<file path="config.mk">
export PLATFORM = sky130hd
export DESIGN_NAME = adder_pipe
export DESIGN_NICKNAME = d
export VERILOG_FILES = /design/src/rtl/adder_pkg.sv /design/src/rtl/adder_chunk.sv /design/src/rtl/adder_pipe.sv
export SDC_FILE = /design/constraint.sdc
export NUM_CORES = 1
export LEC_CHECK = 0
export CAP_MARGIN = 10
export CORE_UTILIZATION = 46
export CTS_BUF_LIST = sky130_fd_sc_hd__clkbuf_16
export DETAILED_ROUTE_END_ITERATION = 16
export GPL_ROUTABILITY_DRIVEN = 0
export HOLD_SLACK_MARGIN = 0.05
export PLACE_DENSITY = 0.69
export SLEW_MARGIN = 40
export SYNTH_ARGS = -nofsm -noshare
export SYNTH_HDL_FRONTEND = slang
export SYNTH_SLANG_ARGS = --single-unit
</file>
<file path="constraint.sdc">
create_clock -name i_clk -period 15.85 [get_ports i_clk]
set_clock_uncertainty 0.2 [all_clocks]
set_input_delay 2.3775 -clock i_clk [delete_from_list [all_inputs] [get_ports i_clk]]
set_output_delay 2.3775 -clock i_clk [all_outputs]
set_load 0.05 [all_outputs]
</file>
<file path="src/rtl/adder_pkg.sv">
// Shared definitions for the pipelined adder/subtractor: op encoding and
// the two's-complement overflow rule used by the final stage.
package adder_pkg;

  localparam logic OP_ADD = 1'b0;
  localparam logic OP_SUB = 1'b1;

  // Overflow when both addend MSBs agree and the sum MSB disagrees with them.
  function automatic logic ovf_detect(input logic a_msb, input logic b_msb, input logic s_msb);
    return (a_msb == b_msb) && (s_msb != a_msb);
  endfunction

endpackage

</file>
<file path="src/rtl/adder_chunk.sv">
// Combinational CW-bit adder slice; one instance per pipeline stage.
module adder_chunk
  import adder_pkg::*;
#(
  parameter int CW = 8
) (
  input  logic [CW-1:0] i_A,
  input  logic [CW-1:0] i_B,
  input  logic          i_cin,
  output logic [CW-1:0] o_S,
  output logic          o_cout
);

  logic [CW:0] w_sum;

  assign w_sum = {1'b0, i_A} + {1'b0, i_B} + {{CW{1'b0}}, i_cin};
  assign {o_cout, o_S} = w_sum;

endmodule

</file>
<file path="src/rtl/adder_pipe.sv">
// Pipelined WIDTH-bit adder/subtractor: one CW-bit chunk per stage, carry
// registered between stages, valid/ready handshake with a global advance enable.
module adder_pipe
  import adder_pkg::*;
#(
  parameter int WIDTH  = 32,
  parameter int STAGES = 4
) (
  input  logic             i_clk,
  input  logic             i_rst,
  input  logic             i_valid,
  output logic             o_ready,
  input  logic [WIDTH-1:0] i_A,
  input  logic [WIDTH-1:0] i_B,
  input  logic             i_cin,
  input  logic             i_op,
  output logic             o_valid,
  input  logic             i_ready,
  output logic [WIDTH-1:0] o_S,
  output logic             o_Cout,
  output logic             o_ovf
);

  localparam int CW = WIDTH / STAGES;

  // Each A register shifts right by CW per stage while the produced sum chunk
  // enters at the top, so after the last stage it holds the complete result.
  logic [WIDTH-1:0]  r_as [STAGES];
  logic [WIDTH-1:0]  r_b  [STAGES];
  logic [STAGES-1:0] r_c;
  logic [STAGES-1:0] r_op;
  logic [STAGES-1:0] r_v;
  logic              r_ovf;

  logic [WIDTH-1:0]  w_a_in  [STAGES];
  logic [WIDTH-1:0]  w_b_in  [STAGES];
  logic [CW-1:0]     w_sum   [STAGES];
  logic [STAGES-1:0] w_c_in;
  logic [STAGES-1:0] w_op_in;
  logic [STAGES-1:0] w_v_in;
  logic [STAGES-1:0] w_cout;
  logic              w_en;
  logic              w_ovf;

  assign w_en = !r_v[STAGES-1] || i_ready;

  for (genvar k = 0; k < STAGES; k++) begin : g_stage
    if (k == 0) begin : g_first
      // SUB is A + ~B + ~borrow; inversion happens once at entry.
      assign w_a_in[k]  = i_A;
      assign w_b_in[k]  = (i_op == OP_SUB) ? ~i_B : i_B;
      assign w_c_in[k]  = i_cin ^ (i_op == OP_SUB);
      assign w_op_in[k] = i_op;
      assign w_v_in[k]  = i_valid;
    end else begin : g_next
      assign w_a_in[k]  = r_as[k-1];
      assign w_b_in[k]  = r_b[k-1];
      assign w_c_in[k]  = r_c[k-1];
      assign w_op_in[k] = r_op[k-1];
      assign w_v_in[k]  = r_v[k-1];
    end

    adder_chunk #(.CW(CW)) u_chunk (
      .i_A    (w_a_in[k][CW-1:0]),
      .i_B    (w_b_in[k][CW-1:0]),
      .i_cin  (w_c_in[k]),
      .o_S    (w_sum[k]),
      .o_cout (w_cout[k])
    );
  end

  assign w_ovf = ovf_detect(w_a_in[STAGES-1][CW-1], w_b_in[STAGES-1][CW-1],
                            w_sum[STAGES-1][CW-1]);

  // Valid chain: cleared by reset, shifts only when the pipe advances.
  always_ff @(posedge i_clk) begin
    if (i_rst) begin
      r_v <= {STAGES{1'b0}};
    end else if (w_en) begin
      r_v <= w_v_in;
    end
  end

  // Datapath registers: no reset, advance with the global enable.
  always_ff @(posedge i_clk) begin
    if (w_en) begin
      for (int k = 0; k < STAGES; k++) begin
        r_as[k] <= (w_a_in[k] >> CW) | (WIDTH'(w_sum[k]) << (WIDTH - CW));
        r_b[k]  <= w_b_in[k] >> CW;
        r_c[k]  <= w_cout[k];
        r_op[k] <= w_op_in[k];
      end
      r_ovf <= w_ovf;
    end
  end

  assign o_ready = w_en;
  assign o_valid = r_v[STAGES-1];
  assign o_S     = r_as[STAGES-1];
  // For SUB the final carry is inverted to give the borrow.
  assign o_Cout  = r_c[STAGES-1] ^ (r_op[STAGES-1] == OP_SUB);
  assign o_ovf   = r_ovf;

endmodule

</file>
==> metrics.cfg <==
[setup_path]
r2r_cells=7
crit_path_end_kind=output port
r2r_setup_slack_ps=13130
r2r_start=r_c[0]
startpoint_type=input port
path_max_fanout=44
reg2reg_to=r_as[1][30]
worstPathArrival_ps=4350
crit_required_ps=13270
worstSetupPathType=in -> out

[finish]
regArea_mm2=0.00564
nNetsFinal=617
drive_above_1_share=0.0840
area_delta_synth_final_pct=26.5
nFillCells=1179
antenna_cells=0
postLayoutCellArea_mm2=0.00917
multi_input_area_mm2=0.00157

[place]
pre_cts_slack_ps=8740
dpl.hpwl_um=6500
place_area_mm2=0.00857
port_buffers=105

[route]
vias=3493
first_pass_iters=4
drt_iter0_drc=146
post-route-drc-count=0
postRouteAntennaNets=0
wire_per_inst_um=13.6
wirelength_um=10000
viasPerCell=4.75

[sta]
fin_tns_setup_ps=0
period_needed_ps=6930
hold_viol_final=0
drv_slew=0
max-slew-margin-rel=0.576
min_period_over_period=0.437
rsz0062_at_grt=false
worst_pin_slew_ps=636
finalSetupViolations=0
setup_slack_ps=8920
fmax_ghz=0.144

[cts]
cts-root-buf=clkbuf_16
clkLatencyLatePin_ps=430
cts.path.max_buffers=2
cts_resized=0
cts_setup_buffers=0
cts.sinks=189
clk_pin_slew_worst_paths_ps=60
cts_tree=yes
h-tree-depth=4
cts_buffers=17
cts_hold_buf=0

[pwr]
combinationalPowerShare=0.206
ir_drop_v=0.0000849
intPower_mw=1.01
pwr-share-seq=0.498
clkPwrFrac=0.296
switching_share=0.276
pwr_density_cell_mw_per_mm2=153
netSwitchingPower_uw=386
p_leak_nw=3.47

[synth]
async_flop_share=0
synth-seq-cells=189
synth-xor-area-share=0.0712
synth_area_leaders=edfxtp_1, xor2_1, ha_1
synthesis.nets=495
synth_top_area_share=0.766
synth_edf_count=185
synth.distinct_cells=35
synth_compound_area_frac=0.0335
synth_common_cells=edfxtp_1, xor2_1, ha_1
netlist_area_mm2=0.00725
yosysSeqAreaShare=0.777
syn_inst=389
yosysMostFrequentCell=edfxtp_1
synthSimpleGateAreaFrac=0.0361
yosys-mux-area-fraction=0.00414
avgSynthCellArea_um2=18.6
synth-adder-area-share=0.0704
synth_warnings=0
synth_top_family_by_area=XOR/XNOR gates
synth_top_area_cell=edfxtp_1
yosys_most_used_dff=edfxtp_1

[floorplan]
die_area_mm2=0.0163
die_h_um=128
rows=45
core_mm2=0.0153
fp.dieW_um=128
ios=106
start_util=0.474

[global_routing]
antenna_found_initial=0
overflow=0
grt_pass1_wl_um=15700
track_usage=0.132
grt_max_degree=76
grt_pass1_vias=3377

[status]
outcome=finished clean

[worst_hold_path]
hold_start=r_as[2][29]
min_path_cells=0
min_delay_worst_endpoint=r_as[3][21]
hp-class=reg -> reg

[run]
maxCapViolations=0

==> power by group through the flow <==
| stage | Combinational [mW] | Sequential, mW | Clock (mW) |
|---|---|---|---|
| finish | 0.288 | 0.698 | 0.415 |
| global route | 0.305 | 0.707 | 0.446 |
| CTS | 0.290 | 0.700 | 0.429 |
| detailed placement | 0.289 | 0.711 | 0 |
| global placement | 0.284 | 0.705 | 0 |
| floorplan | 0.0815 | 0.816 | 0 |
==> cell type report <==
type | instances | share of cell area
Inverter | 9 | 0.00368
Timing Repair Buffer | 108 | 0.119
Clock buffer | 17 | 0.0464
Multi-Input combinational cell | 186 | 0.171
Sequential cell | 189 | 0.614
Clock inverter | 15 | 0.0173
Tap cell | 211 | 0.0288
==> worst max-delay path: stages <==
cell             delay (ps)
clkdlybuf4s50_1         460
nand2b_4                340
buf_12                  290
clkdlybuf4s50_1         850
==> how the worst max path moves through the flow <==
stage                          to    start  cells after the start  slack, ps
after floorplan           o_ready  i_ready                      2       5250
after global placement    o_ready  i_ready                      3       8780
after detailed placement  o_ready  i_ready                      3       8740
after CTS                 o_ready  i_ready                      3       8730
after global routing      o_ready  i_ready                      4       8840
final                     o_ready  i_ready                      4       8920
==> kinds of logic (layout without fill, tap and decap cells) <==
family | after synthesis | count (layout)
adders and majority gates | 36 | 36
xor gates and xnor gates | 59 | 59
DFF | 189 | 189
muxes | 3 | 3
AOI/OAI and AO/OA | 33 | 33
buffers and inverters | 14 | 149
and+or+nand+nor | 55 | 55
==> cell usage in the layout (no fill, tap or decap), types with 2 or more instances in the layout <==
cell type	instances
fa_1	8
a21oi_1	10
ha_1	28
clkinvlp_4	2
nor2_1	18
clkinv_2	4
o211ai_1	3
buf_4	2
o21bai_1	3
o21ai_0	2
inv_1	9
a21o_1	4
nor3_1	10
xnor2_1	15
nand3_1	6
nand2_1	10
a21oi_2	3
dfxtp_1	4
a211oi_1	3
clkbuf_16	17
mux2i_1	3
clkinv_4	2
nor4_1	3
xor2_1	44
edfxtp_1	185
inv_6	4
clkdlybuf4s50_1	104
bufinv_16	2
==> state kept, by name (all words and copies together) (netlist names) <==
name   cells
r_op       4
r_v        4
r_c        4
r_as     128
r_b       48
o_ovf      1
==> routing by layer <==
| layer | routed length, µm | GRT usage | vias to the layer above |
|---|---|---|---|
| met2 | 5260 | 0.224 | 87 |
| met3 | 478 | 0.0582 | 13 |
| met1 | 4130 | 0.146 | 1683 |
| li1 | - | - | 1710 |
| met4 | 159 | 0.0567 | 0 |
| met5 | 0 | 0 | - |
==> per-stage QoR <==
step / instances / utilization / power, mW / hold WS [ps]
final: 735 / 0.599 / 1.40 / 218
after global placement: 702 / 0.559 / 0.989 / 200
after floorplan: 389 / - / 0.898 / 200
after detailed placement: 702 / 0.559 / 0.999 / 205
after CTS: 734 / 0.597 / 1.42 / 216
after global routing: 735 / 0.599 / 1.46 / 223
Power figures use the tool's default switching activity.
